$ cat src/rtl/fetch_unit_pkg.sv
// Shared fetch-stage state encodings and reset/NOP defaults.
// Provides a default `DATA_WIDTH of 32 when none is given.
`ifndef DATA_WIDTH
`define DATA_WIDTH 32
`endif

package fetch_unit_pkg;

  typedef enum logic [2:0] {
    FETCH_IDLE  = 3'd0,
    FETCH_REQ   = 3'd1,
    FETCH_WAIT  = 3'd2,
    FETCH_HOLD  = 3'd3,
    FETCH_FAULT = 3'd4
  } fetch_state_e;

  // addi x0, x0, 0
  localparam logic [31:0] NOP_ENCODING = 32'h0000_0013;

  localparam logic [`DATA_WIDTH-1:0] RESET_PC_DEFAULT = '0;

  function automatic logic pc_misaligned(input logic [1:0] low_bits);
    return low_bits != 2'b00;
  endfunction

endpackage

$ cat src/rtl/fetch_unit_fsm.sv
// Fetch sequencing FSM: request, wait for response, hold until commit.
// With FETCH_MISALIGN_TRAP_EN, a misaligned commit target parks the FSM in FAULT.
module fetch_unit_fsm
  import fetch_unit_pkg::*;
(
  input  logic clk,
  input  logic rst_n,
  input  logic req_ready,
  input  logic rsp_valid,
  input  logic commit,
`ifdef FETCH_MISALIGN_TRAP_EN
  input  logic misaligned,
  output logic fault,
`endif
  output logic req_valid,
  output logic capture,
  output logic load_pc
);

  fetch_state_e state_q, state_d;

  always_ff @(posedge clk or negedge rst_n) begin
    if (!rst_n) begin
      state_q <= FETCH_IDLE;
    end else begin
      state_q <= state_d;
    end
  end

  always_comb begin
    state_d   = state_q;
    req_valid = 1'b0;
    capture   = 1'b0;
    load_pc   = 1'b0;
`ifdef FETCH_MISALIGN_TRAP_EN
    fault     = 1'b0;
`endif
    unique case (state_q)
      FETCH_IDLE: state_d = FETCH_REQ;
      FETCH_REQ: begin
        req_valid = 1'b1;
        if (req_ready) state_d = FETCH_WAIT;
      end
      FETCH_WAIT: begin
        if (rsp_valid) begin
          capture = 1'b1;
          state_d = FETCH_HOLD;
        end
      end
      FETCH_HOLD: begin
        if (commit) begin
          load_pc = 1'b1;
`ifdef FETCH_MISALIGN_TRAP_EN
          state_d = misaligned ? FETCH_FAULT : FETCH_REQ;
`else
          state_d = FETCH_REQ;
`endif
        end
      end
`ifdef FETCH_MISALIGN_TRAP_EN
      FETCH_FAULT: fault = 1'b1;
`endif
      default: state_d = FETCH_IDLE;
    endcase
  end

endmodule

$ cat src/rtl/fetch_unit.sv
// Instruction-fetch stage: owns the PC, issues one fetch at a time, holds the instruction.
// Optional misaligned-PC trap enabled by defining FETCH_MISALIGN_TRAP_EN.
module fetch_unit
  import fetch_unit_pkg::*;
#(
  parameter logic [`DATA_WIDTH-1:0] RESET_PC  = RESET_PC_DEFAULT,
  parameter logic [31:0]            NOP_INSTR = NOP_ENCODING
) (
  input  logic                   clk,
  input  logic                   rst_n,
  input  logic [`DATA_WIDTH-1:0] pc_next,
  input  logic                   commit,
  output logic                   imem_req_valid,
  input  logic                   imem_req_ready,
  output logic [`DATA_WIDTH-1:0] imem_req_addr,
  input  logic                   imem_rsp_valid,
  input  logic [31:0]            imem_rsp_data,
  output logic                   instr_valid,
  output logic [31:0]            instr,
  output logic [`DATA_WIDTH-1:0] pc_current,
  output logic                   fetch_fault
);

  logic [`DATA_WIDTH-1:0] pc_q, pc_d, pc_load;
  logic [31:0]            instr_q, instr_d;
  logic                   instr_valid_q, instr_valid_d;
  logic                   capture, load_pc;

`ifdef FETCH_MISALIGN_TRAP_EN
  logic fault;

  // Load the raw target so the faulting PC remains visible.
  assign pc_load     = pc_next;
  assign fetch_fault = fault;
`else
  logic unused_pc_low;

  assign unused_pc_low = ^pc_next[1:0];
  assign pc_load       = {pc_next[`DATA_WIDTH-1:2], 2'b00};
  assign fetch_fault   = 1'b0;
`endif

  fetch_unit_fsm u_fsm (
    .clk       (clk),
    .rst_n     (rst_n),
    .req_ready (imem_req_ready),
    .rsp_valid (imem_rsp_valid),
    .commit    (commit),
`ifdef FETCH_MISALIGN_TRAP_EN
    .misaligned(pc_misaligned(pc_next[1:0])),
    .fault     (fault),
`endif
    .req_valid (imem_req_valid),
    .capture   (capture),
    .load_pc   (load_pc)
  );

  always_comb begin
    pc_d          = pc_q;
    instr_d       = instr_q;
    instr_valid_d = instr_valid_q;
    if (capture) begin
      instr_d       = imem_rsp_data;
      instr_valid_d = 1'b1;
    end else if (load_pc) begin
      pc_d          = pc_load;
      instr_d       = NOP_INSTR;
      instr_valid_d = 1'b0;
    end
  end

  always_ff @(posedge clk or negedge rst_n) begin
    if (!rst_n) begin
      pc_q          <= RESET_PC;
      instr_q       <= NOP_INSTR;
      instr_valid_q <= 1'b0;
    end else begin
      pc_q          <= pc_d;
      instr_q       <= instr_d;
      instr_valid_q <= instr_valid_d;
    end
  end

  assign imem_req_addr = pc_q;
  assign pc_current    = pc_q;
  assign instr_valid   = instr_valid_q;
  assign instr         = instr_q;

endmodule

$ cat config.mk
export PLATFORM = sky130hd
export DESIGN_NAME = fetch_unit
export DESIGN_NICKNAME = d
export VERILOG_FILES = /design/src/rtl/fetch_unit_pkg.sv /design/src/rtl/fetch_unit_fsm.sv /design/src/rtl/fetch_unit.sv
export SDC_FILE = /design/constraint.sdc
export NUM_CORES = 1
export LEC_CHECK = 0
export CAP_MARGIN = 10
export CELL_PAD_IN_SITES_DETAIL_PLACEMENT = 2
export CELL_PAD_IN_SITES_GLOBAL_PLACEMENT = 2
export CORE_MARGIN = 2
export CORE_UTILIZATION = 24
export CTS_CLUSTER_DIAMETER = 50
export CTS_CLUSTER_SIZE = 12
export DETAILED_ROUTE_END_ITERATION = 7
export PLACE_DENSITY_LB_ADDON = 0.1
export SLEW_MARGIN = 5
export SYNTH_ARGS = -nofsm -noshare
export SYNTH_HDL_FRONTEND = slang
export SYNTH_SLANG_ARGS = --single-unit
$ cat constraint.sdc
create_clock -name clk -period 4.1 [get_ports clk]
set_input_delay 0.82 -clock clk [delete_from_list [all_inputs] [get_ports clk]]
set_output_delay 0.82 -clock clk [all_outputs]
set_load 0.01 [all_outputs]
* After elaboration in Yosys (flattened, before gate mapping)
Cells that the tools add are included.
W data, S select, Z words.
** Storage, ports and cells
- Bits of input ports :: 69
- Flip-flop bits (word level) :: 66
- Output and inout port bits :: 99
- Logic and storage cells :: 28
** Operators by class
- Eq/ne operators :: 6
- Multiplexer cells :: 13
- Reductions and logical operators :: 4
- Bitwise gates (word level) :: 1
** Operator list (count)
- $mux W32 :: 2
- $pmux W3 S4 :: 1
- $mux W3 :: 3
- $mux W1 :: 7
- $eq A3 B2 Y1 const B :: 2
- $ne A2 B2 Y1 const B :: 3
- $eq A3 B1 Y1 const B :: 1
- $logic_not A3 Y1 :: 1
- $reduce_and A3 Y1 :: 1
- $reduce_and A2 Y1 :: 1
- $reduce_bool A2 Y1 :: 1
- $not A1 Y1 :: 1

* Longest topological paths before layout
- Depth in word-level cells :: 4
- Depth in mapped cells :: 7
- Gate-level depth less buffers :: 5

* Cells and area by module
A second synthesis with hierarchy kept.
** Second synthesis, totals
- Cell total of the unflattened synthesis :: 197
- Area, all modules :: 2733.9 sq um
** By module, submodules not included
- fetch_unit :: sequential area each 1580.3 sq um, instances 1, area each 2571.2 sq um, cells each 181
- fetch_unit_fsm :: sequential area each 50.0 sq um, instances 1, area each 162.7 sq um, cells each 16

* Worst setup path after synthesis
No wires, ideal clock.
- Path type :: input to register
- Start :: in imem_rsp_valid
- End :: reg pc_q[10], in the netlist imem_req_addr[10]
- Buffers on the path :: 1
- Data required time :: 3972 ps
- Path slack :: 2380 ps
- Setup time :: 128 ps
- Stages on the path :: 4
- Arrival :: 1592 ps
- Cell sequence :: and2_4 nor2_2 buf_4 mux2_1
** On the way
- Longest elaborated chain between the ends :: 4
** RTL lines
- start, declared :: line fetch_unit.sv:16 : input logic imem_rsp_valid,
- $mux W1 :: line fetch_unit_fsm.sv:45 : if (rsp_valid) begin
- $mux W1 :: line fetch_unit_fsm.sv:38 : unique case (state_q)
- $not A1 Y1 (no line)
- $reduce_and A2 Y1 (no line)
- end signal, assigned :: line fetch_unit.sv:78 : pc_q <= pc_d;
- end, declared :: line fetch_unit.sv:24 : logic [`DATA_WIDTH-1:0] pc_q, pc_d, pc_load;
No other way between the ends.
A chain may end at the register's enable or synchronous reset.

* Worst setup path in the final report
- Start :: reg u_fsm.state_q[1]
- End :: out imem_req_valid
** On the way
- Longest elaborated chain between the ends :: 2
** RTL lines
- start, declared :: line fetch_unit_fsm.sv:20 : fetch_state_e state_q, state_d;
- start signal, assigned :: line fetch_unit_fsm.sv:26 : state_q <= state_d;
- $eq A3 B1 Y1 :: line fetch_unit_fsm.sv:38
- $mux W1 :: line fetch_unit_fsm.sv:38
- end, declared :: line fetch_unit.sv:13 : output logic imem_req_valid,
No other way between the ends.

==> impl_results.md <==
- Top achievable clock speed: 0.418 GHz
- Die area: 12200 sq um
- R2R cell count: 6
- CTS tree: yes
- Number of diodes: 0
- Total GRT Usage: 0.133
- Hold-fix buffers at CTS: 0
- Synthesized area: 2710 sq um
- Post-synthesis sequential area ratio: 0.601
- First-iteration detailed-routing DRC count: 40
- Syn. warnings: 0
- FFs w/ async S/R, synth: 1.00
- Number of global-route vias before repair: 2208
- Row cnt: 38
- First-pass GRT wire length: 11900 microns
- Synth Register Bits: 65
- Total Power: 3.62 mW
- CTS Sinks: between 60 and 70
- Detail Placement HPWL: 5700 microns
- Syn Inst Count: 192
- Final min period: 2.39 ns
- CP max-delay cell: clkdlybuf4s50_1
- Post-synth top flop: dfrtp_1
- Initial Utilization: 0.248
- Setup TNS: 0 ns
- Slew at the pin closest to its max-slew limit: 1.06 ns
- Top post-synthesis cells by area: dfrtp_1 57%, mux2_1 12%, buf_4 11%, a22o_1 9.4%, dfstp_2 2.9%
- Hold Path End: instr_valid$_DFFE_PN0P_
- Top post-synthesis cells by count: 62 x dfrtp_1, 40 x buf_4, 30 x mux2_1
- Crit path launch type: flip-flop
- CP required: approximately 3.3 ns
- Pwr Density: 804 nW/um^2
- Hold violation total from the final report: 0
- Antenna violations before repair: 0
- Share of cells above drive strength 1: 0.0723
- Drt total wl: ~7700 microns
- Reg2reg setup slack: between 2 and 2.5 ns
- Slew headroom: 0.297
- Clk buf depth: 2
- Via count: 2008
- Number of flops mapped to enable cells by yosys: 0
- Worst R2R End: imem_req_addr[2]$_DFFE_PN0P_
- GRT Residual Overflow: 0
- FF+latch area: 1630 sq um
- Port Buf Inserts: 160
- Unique masters post-synth: 18
- Cell chain of the critical path: inv_1 > ha_1 > clkdlybuf4s50_1
- DR WL/cell: 16.4 microns
- Leading area contributor after synthesis: dfrtp_1
- Setup bufs post-CTS: 0
- Crit Path Class: reg -> out
- Worst Setup End Kind: output port
- Post-CTS Resized: 0
- Unrepaired setup endpoints after global routing: no
- Top-count cell post-synth: dfrtp_1
- Fin crit share: 0.584
- Core region area: 10900 sq um
- Clk slew on worst S/H paths: 0.05 ns
- Multi-input gate area: around 760 sq um
- Final net count: 400
- Detailed-route vias per instance: 4.25
- Slowest cell delay on critical path: 0.57 ns
- Worst r2r src: u_fsm.state_q[0]$_DFFE_PN0P_
- Yosys top cell area share: 0.572
- Total leakage power: 1.94 nW
- CP max FO: 3
- Fillers: between 1000 and 1500
- Total CTS buffers: 9
- Worst skew pair latency: 0.32 ns
- Worst hold path depth: 2
- Largest net degree at the start of global routing: 47
- Min-delay src: instr_valid$_DFFE_PN0P_
- Hold Path Class: reg -> reg
- Avg Cell Area, Syn: 14.1 sq um
- Pre-antenna DRT Iters: 4
- Clock Root Buffer: clkbuf_16
- Top-Level Pins: 168
- Peak VDD IR: 0.309 mV
- Die height: around 110 microns
- Area growth syn-to-layout: 66.1%
- Setup-failing EPs final: 0
- Final Max Slew Viols: 0
- Clock Skew: 0.00644 ns
- H-tree lvl count: 3
- Residual DRC: 0
- Placer Congestion: 0.681
- Die X: about 110 microns
- Final ANT Viol Nets: 0
- Outcome: finished clean
- Max_cap viols: 0
- Arr. time, crit path: 1.57 ns
[critical path, delay by kind of cell (launching register included)]
family     cells  cell delay (ns)
fa+ha+maj      1             0.19
buf+inv        2             0.68
flops          1             0.40
[registers in the layout, summed over array words and instances, names as in the netlist]
| signal | flops |
|---|---|
| instr_valid | 1 |
| u_fsm.state_q | 2 |
| imem_req_addr | 30 |
| instr | 32 |
[stage by stage]
stage | cell area (sq um) | utilization | std cells | setup slack [ns] | hold slack (ns)
finish | 4510 | 0.412 | 472 | 1.71 | 0.486
global route | 4510 | 0.412 | 472 | 1.61 | 0.521
CTS | 4510 | 0.412 | 472 | 1.68 | 0.486
detailed placement | 4220 | 0.385 | 456 | 1.47 | 0.472
global placement | 4220 | 0.385 | 456 | 1.48 | 0.464
floorplan | 2730 | - | 196 | 2.38 | 0.511
[cells by family (layout without fill, tap and decap cells)]
kind of cell,Yosys count,in the layout,share of synthesized area
other,1,5,0.00138
AO/OA/AOI/OAI,34,34,0.110
AND/OR/NAND/NOR,7,7,0.0125
flip-flops,65,65,0.601
buffers and inverters,49,185,0.125
adder cells (fa/ha/maj),4,4,0.0185
multiplexers,32,32,0.132
[metal layers]
| metal | part of all wire | vias up | GRT usage |
|---|---|---|---|
| met1 | 0.41 | 1005 | 0.156 |
| met3 | 0.092 | 7 | 0.0535 |
| li1 | - | 902 | - |
| met2 | 0.49 | 94 | 0.219 |
| met5 | 0 | - | 0 |
| met4 | 0.012 | 0 | 0.0455 |
[layout by cell type (no fill, tap or decap)]
cell type,count
a21oi_2,1
a222oi_1,1
a22o_1,29
and2_4,1
buf_2,1
buf_4,4
bufinv_16,1
clkbuf_1,3
clkbuf_16,9
clkbuf_8,1
clkdlybuf4s50_1,159
clkinv_1,1
clkinv_2,2
conb_1,5
dfrtp_1,62
dfstp_2,3
ha_1,4
inv_1,4
mux2_1,30
mux2i_1,2
nand2_1,5
nor2_4,1
o22a_1,3
[power breakdown]
group          internal (mW)  total, mW  switching (mW)
Clock                  0.486      0.746           0.261
Sequential             0.960       1.17           0.206
Combinational           1.05       1.71           0.657
Total                   2.50       3.62            1.12
[worst max path at each step]
| stage | start | slack, ns | to |
|---|---|---|---|
| global placement | imem_rsp_valid | 1.48 | imem_req_addr[5]$_DFFE_PN0P_ |
| floorplan | imem_rsp_valid | 2.38 | imem_req_addr[10]$_DFFE_PN0P_ |
| detailed placement | imem_rsp_valid | 1.47 | imem_req_addr[22]$_DFFE_PN0P_ |
| finish | u_fsm.state_q[1]$_DFFE_PN0P_ | 1.71 | imem_req_valid |
| CTS | u_fsm.state_q[1]$_DFFE_PN0P_ | 1.68 | imem_req_valid |
| global route | u_fsm.state_q[1]$_DFFE_PN0P_ | 1.61 | imem_req_valid |
[layout make-up]
| cell class | count | share of cell area |
|---|---|---|
| flip-flops and latches | 65 | 0.362 |
| clock buffers | 13 | 0.0555 |
| multi-input cells | 82 | 0.170 |
| repair buffers | 164 | 0.361 |
| well taps | 140 | 0.0389 |
| inverters | 5 | 0.00417 |
| clock inverters | 3 | 0.00889 |
(Power assumes the default switching activity.)
